`config.mk`:
```
export PLATFORM = sky130hd
export DESIGN_NAME = serial_sub
export DESIGN_NICKNAME = d
export VERILOG_FILES = /design/src/rtl/serial_sub.sv
export SDC_FILE = /design/constraint.sdc
export NUM_CORES = 1
export LEC_CHECK = 0
export BUFFER_PORTS_ARGS = -buffer_cell sky130_fd_sc_hd__buf_2
export CAP_MARGIN = 20
export CORE_MARGIN = 8
export CORE_UTILIZATION = 30
export CTS_CLUSTER_DIAMETER = 100
export DETAILED_ROUTE_END_ITERATION = 12
export GPL_TIMING_DRIVEN = 0
export HOLD_SLACK_MARGIN = 0.02
export PLACE_DENSITY = 0.48
export SKIP_CTS_REPAIR_TIMING = 1
export SLEW_MARGIN = 0
export SYNTH_ARGS = -nofsm -noshare
export SYNTH_HDL_FRONTEND = slang
export SYNTH_SLANG_ARGS = --single-unit
```
`constraint.sdc`:
```
create_clock -name clk -period 3.6 [get_ports clk]
set_input_delay 0.36 -clock clk [delete_from_list [all_inputs] [get_ports clk]]
set_output_delay 0.36 -clock clk [all_outputs]
set_load 0.02 [all_outputs]
```
`src/rtl/serial_sub.sv`:
```
// serial_sub: bit-serial LSB-first subtractor, one bit per clock, valid/ready handshake.
// Define SERIAL_SUB_OVERFLOW_EN to add the signed-overflow output.
module serial_sub #(
    parameter int BITWIDTH = 8
) (
    input  logic                clk,
    input  logic                rst_n,
    input  logic                in_valid,
    output logic                in_ready,
    input  logic [BITWIDTH-1:0] bits_a,
    input  logic [BITWIDTH-1:0] bits_b,
    input  logic                borrow_in,
    output logic                out_valid,
    input  logic                out_ready,
    output logic [BITWIDTH-1:0] diff,
    output logic                borrow_out
`ifdef SERIAL_SUB_OVERFLOW_EN
    , output logic              overflow
`endif
);
    localparam int CW = $clog2(BITWIDTH);
    localparam logic [CW-1:0] LAST = CW'(BITWIDTH - 1);

    typedef enum logic [1:0] {IDLE, RUN, DONE} state_t;

    state_t                state_q, state_d;
    logic [BITWIDTH-1:0]   a_q, a_d, b_q, b_d, diff_q, diff_d;
    logic [CW-1:0]         cnt_q, cnt_d;
    logic                  br_q, br_d, bout_q, bout_d;
    logic                  d_bit, br_nxt;
`ifdef SERIAL_SUB_OVERFLOW_EN
    logic                  ovf_q, ovf_d;
`endif

    assign d_bit  = a_q[cnt_q] ^ b_q[cnt_q] ^ br_q;
    assign br_nxt = (~a_q[cnt_q] & b_q[cnt_q]) | (~a_q[cnt_q] & br_q) | (b_q[cnt_q] & br_q);

    always_comb begin
        state_d = state_q;
        a_d     = a_q;
        b_d     = b_q;
        br_d    = br_q;
        cnt_d   = cnt_q;
        diff_d  = diff_q;
        bout_d  = bout_q;
`ifdef SERIAL_SUB_OVERFLOW_EN
        ovf_d   = ovf_q;
`endif
        unique case (state_q)
            IDLE: if (in_valid) begin
                a_d     = bits_a;
                b_d     = bits_b;
                br_d    = borrow_in;
                cnt_d   = '0;
                diff_d  = '0;
                state_d = RUN;
            end
            RUN: begin
                diff_d[cnt_q] = d_bit;
                br_d          = br_nxt;
                // counter parks on the last bit instead of wrapping
                cnt_d         = (cnt_q == LAST) ? cnt_q : cnt_q + 1'b1;
                if (cnt_q == LAST) begin
                    bout_d  = br_nxt;
`ifdef SERIAL_SUB_OVERFLOW_EN
                    ovf_d   = br_q ^ br_nxt;
`endif
                    state_d = DONE;
                end
            end
            DONE: state_d = out_ready ? IDLE : DONE;
            default: state_d = IDLE;
        endcase
    end

    always_ff @(posedge clk or negedge rst_n) begin
        if (!rst_n) begin
            state_q <= IDLE;
            a_q     <= '0;
            b_q     <= '0;
            br_q    <= 1'b0;
            cnt_q   <= '0;
            diff_q  <= '0;
            bout_q  <= 1'b0;
`ifdef SERIAL_SUB_OVERFLOW_EN
            ovf_q   <= 1'b0;
`endif
        end else begin
            state_q <= state_d;
            a_q     <= a_d;
            b_q     <= b_d;
            br_q    <= br_d;
            cnt_q   <= cnt_d;
            diff_q  <= diff_d;
            bout_q  <= bout_d;
`ifdef SERIAL_SUB_OVERFLOW_EN
            ovf_q   <= ovf_d;
`endif
        end
    end

    assign in_ready   = (state_q == IDLE);
    assign out_valid  = (state_q == DONE);
    assign diff       = diff_q;
    assign borrow_out = bout_q;
`ifdef SERIAL_SUB_OVERFLOW_EN
    assign overflow   = ovf_q;
`endif
endmodule

```
Yosys cells after proc, flatten, opt, wreduce, memory -nomap -nowiden. Index checks and enable logic that the tools add are counted.

Magnitude comparators: 2. Reduce and logical (&&, ||, !) cells: 8. Muxes and demuxes: 18. Add/subtract/negate cells: 1. Equal/unequal tests: 6. Bitwise gates (word level): 8.

Operators by type and width (count): case mux 8 bit (2 select lines) (1); bitwise mux 8 bit (1); two-way mux 8 bit (1); AND reduction 2 bit (4); binary-select mux 1 bit (select 3 bit) (2); two-way mux 2 bit (3); two-way mux 3 bit (2); inequality test 2 bit (second input constant) (3); case mux 2 bit (3 select lines) (1); case mux 3 bit (2 select lines) (1); less-than comparator 3 x 4 -> 1 bit (second input constant) (1); two-way mux 1 bit (4); adder 3 x 1 -> 3 bit (second input constant) (1); bitwise AND 1 bit (3); demux 1 bit (select 3 bit) (1); == test 3 bit (second input constant) (1); >= comparator 3 x 1 -> 1 bit (second input constant) (1); AND reduction 3 bit (1); == test 2 x 1 -> 1 bit (second input constant) (1); == test 2 bit (second input constant) (1); logical NOT 2 bit (1); bitwise OR 1 bit (2); case mux 1 bit (2 select lines) (1); nonzero test 2 bit (1); other kinds (3) (4).

Bits of input ports: 21. Register bits: 31. Output and inout port bits: 11.

Longest topological paths before layout.
Depth after elaboration: 7. Depth in mapped cells: 8.

Least setup slack after synthesis. No wires, ideal clock.

Path type: register -> register. Start point: register cnt_q[0]. End point: register diff_q[4] (netlist: diff[4]). Setup slack: 1.530 ns. Stages on the path, launching flop included: 6. Buffers on the path: 0. Arrival: 1.946 ns. Data required time: 3.475 ns. Path through: dfrtp_1 -> mux4_1 -> nand2_1 -> o21ai_0 -> fa_1 -> mux2_2.

Cells in the longest elaborated chain, start to end: 6. Elaborated cells on any way between the ends: 13. Those cells by class: 2 x order compare; 8 x mux; 2 x bitwise; 1 x reduce/logical.

RTL lines: from (decl) (line 28) `logic [CW-1:0] cnt_q, cnt_d;`; from (signal assigned) (line 93) `cnt_q <= cnt_d;`; less-than comparator 3 x 4 -> 1 bit (not written as such), or another cell as far along (line 59) `diff_d[cnt_q] = d_bit;`; logical AND 1 bit (not written as such) or two-way mux 1 bit (tied branches) (line 59, 35); two-way mux 1 bit (not written as such) or bitwise XOR 1 bit (tied branches) (line 59, 35); demux 1 bit (select 3 bit) or bitwise XOR 1 bit (tied branches) (line 59, 35); bitwise mux 8 bit (*) (line 59); case mux 8 bit (2 select lines) (*) (line 49) `unique case (state_q)`; to (signal assigned) (line 94) `diff_q <= diff_d;`; to (decl) (line 27) `logic [BITWIDTH-1:0] a_q, a_d, b_q, b_d, diff_q, diff_d;`.

Mark *: on every way between the ends. The rest lies on a longest branch, timed or not. The select of a mux whose other input is x is not followed. A chain may end at the register's enable or synchronous reset.

Worst setup path in the final report.
Start point: register cnt_q[0]. End point: register diff_q[0] (netlist: diff[0]).

The elaborated chain is that of the path after synthesis.

==> impl_metrics.json <==
{
  "max_freq_ghz": 0.424,
  "ys_ff_latch": 31,
  "hold_violations": 0,
  "yosysSeqAreaShare": 0.496,
  "ant_nets": 0,
  "setup_viol": 0,
  "h-tree-depth": 2,
  "wire_per_inst_um": 15.0,
  "numCtsBuffers": 5,
  "syn_avg_cell_area_um2": 12.1,
  "synth_nets": 153,
  "postSynthCellCount": 129,
  "cp-end-kind": "flop",
  "max_stage_delay_ns": 0.69,
  "io_buffers": 31,
  "die-area_um2": 7780,
  "hold_class": "in -> async",
  "rsz0062_at_grt": "no",
  "cp_max_fo": 7,
  "nFillCells": 525,
  "grt_use_met1": 0.110,
  "synthToLayoutAreaGrowth_pct": 20.1,
  "seq_area_um2": 776,
  "worst_slack_ns": 1.24,
  "grt_max_degree": 32,
  "clkTransAtPathRegs_ns": 0.06,
  "fp-row-count": 26,
  "cts_root_buf": "clkbuf_8",
  "pre_cts_ws_ns": 1.23,
  "period_needed_ns": 2.36,
  "totalNegativeSetupSlack_ns": 0,
  "drtPass1Iterations": 4,
  "tritoncts": "done",
  "totalWireLength_um": 3540,
  "mostFrequentLayoutCells": "33 x buf_2, 31 x dfrtp_1, 23 x mux2_2, 9 x inv_1",
  "synth_cell_types": 30,
  "worstMarginPinSlew_ns": 0.674,
  "status": "finished, final reports clean",
  "grtUsageTotal": 0.0974,
  "clock_sinks": 31,
  "path_cells": "mux4_1, nand2_1, o21ai_0, fa_1, nand2_1, o22ai_1",
  "syn_area_um2": 1570,
  "skew_ns": 0.00479,
  "ir_drop_mv": 0.322,
  "critical_path_class": "reg -> reg",
  "drt-initial-drc-count": 110,
  "top_usage_layer": "met2",
  "avgViaCountPerCell": 4.65,
  "vias": 1097,
  "boundaryPins": 32,
  "cp-start-kind": "flop",
  "grt_pass1_vias": 1182,
  "grt.met2_usage": 0.153,
  "synth_warnings": 0,
  "grt.met3_usage": 0.0381,
  "multi_input_area_um2": 693,
  "worstPathRequired_ns": 3.80,
  "clock_latency_ns": 0.28,
  "power.density_nw_per_um2": 926,
  "antenna_found_initial": 0,
  "cp_common_cell": "nand2_1",
  "drc": 0,
  "grt_overflow": 0,
  "finalNetCount": 191,
  "fin_crit_sh": 0.655,
  "fp.dieW_um": 88.2,
  "final_common_cell": "buf_2",
  "slew_headroom": 0.551,
  "gp_congestion": 0.804,
  "core_um2": 5070,
  "drive_gt1_frac": 0.416,
  "drv_slew": 0,
  "clk_path_buf_depth": 2,
  "n_antenna_cell": 0,
  "grt_pass1_wl_um": 5750,
  "worstPathArrival_ns": 2.56,
  "place_hpwl_um": 2640,
  "p_leak_nw": 0.876,
  "worst_path_max_delay_cell": "fa_1",
  "die_y_um": 88.2,
  "maxCapViolations": 0,
  "start_util": 0.308
}
## synth_stat cells
master | instances | area [µm²]
nor4b_2 | 1 | 15.0
ha_1 | 2 | 25.0
inv_1 | 9 | 33.8
nand2_1 | 7 | 26.3
or3b_2 | 1 | 8.76
nor2_1 | 2 | 7.51
dfrtp_1 | 31 | 776
nand2b_1 | 2 | 12.5
nand4b_1 | 1 | 8.76
o21ai_0 | 6 | 30.0
a22oi_1 | 2 | 15.0
buf_2 | 2 | 10.0
nor2b_1 | 7 | 43.8
fa_1 | 1 | 20.0
buf_6 | 3 | 33.8
or3_1 | 1 | 6.26
mux2_2 | 23 | 259
a311oi_1 | 1 | 8.76
nor3_1 | 4 | 20.0
o21bai_1 | 1 | 7.51
a21oi_1 | 4 | 20.0
and2b_1 | 1 | 7.51
nand4_1 | 2 | 12.5
nor3b_4 | 1 | 18.8
clkbuf_1 | 1 | 3.75
o22ai_1 | 5 | 31.3
mux4_1 | 2 | 52.6
mux2i_1 | 3 | 30.0
a31oi_1 | 1 | 6.26
buf_4 | 2 | 15.0
## through the flow
stage          instances  hold WS, ns  instance area, µm²  total power [mW]  utilization
2_1_floorplan        129       0.0644                1570              1.26            -
3_3_place_gp         230        0.434                1810              1.47        0.356
3_5_place_dp         230        0.453                1810              1.51        0.356
4_1_cts              236        0.151                1880              1.77        0.371
5_1_grt              236        0.184                1880              1.89        0.371
6_report             236        0.111                1880              1.74        0.371
## where the power goes
group,internal (mW),leakage [nW],switching (mW),total [mW]
Clock,0.128,0.0371,0.116,0.244
Combinational,0.422,0.460,0.470,0.892
Sequential,0.513,0.379,0.0924,0.605
Total,1.06,0.876,0.678,1.74
## cell type report
| cell class | count | share of cell area |
|---|---|---|
| clock buffer | 6 | 0.0386 |
| timing repair buffer | 31 | 0.0825 |
| buffer | 8 | 0.0333 |
| tap | 70 | 0.0466 |
| multi-input combinational | 81 | 0.369 |
| sequential | 31 | 0.413 |
| inverter | 9 | 0.0180 |
## state kept, by name, indices dropped and copies added, names as in the netlist
| signal | cells |
|---|---|
| a_q | 8 |
| b_q | 8 |
| borrow_out | 1 |
| br_q | 1 |
| cnt_q | 3 |
| diff | 8 |
| state_q | 2 |
## worst paths after layout
check / start / endpoint / slack, ns / depth (start not counted)
max: cnt_q[0] / diff[0] / 1.24 / 6
min: rst_n / cnt_q[2] / 0.11 / 1
max reg2reg: cnt_q[0] / diff[0] / 1.24 / 6
min reg2reg: a_q[0] / a_q[0] / 0.50 / 1
max in group asynchronous: rst_n / a_q[3] / 3.04 / 1
min in group clk: out_ready / state_q[1] / 0.28 / 2
## logic make-up after synthesis
logic type,count (synthesis),synth area share
AND/OR/NAND/NOR,30,0.120
AO/OA/AOI/OAI,20,0.0759
buffers and inverters,17,0.0615
multiplexers,28,0.218
flip-flops,31,0.496
adder cells (fa/ha/maj),3,0.0288
## layer usage
| layer | part of all wire | up-vias |
|---|---|---|
| li1 | - | 531 |
| met1 | 0.44 | 525 |
| met2 | 0.47 | 35 |
| met3 | 0.070 | 6 |
| met4 | 0.023 | 0 |
| met5 | 0 | - |
## critical path: cells and delay by family, from the launching register on
kind,cells,cell delay [ns]
AOI/OAI and AO/OA,2,0.29
adders and majority gates,1,0.69
DFF,1,0.50
muxes,1,0.60
and+or+nand+nor,2,0.21
(Power assumes the default switching activity.)
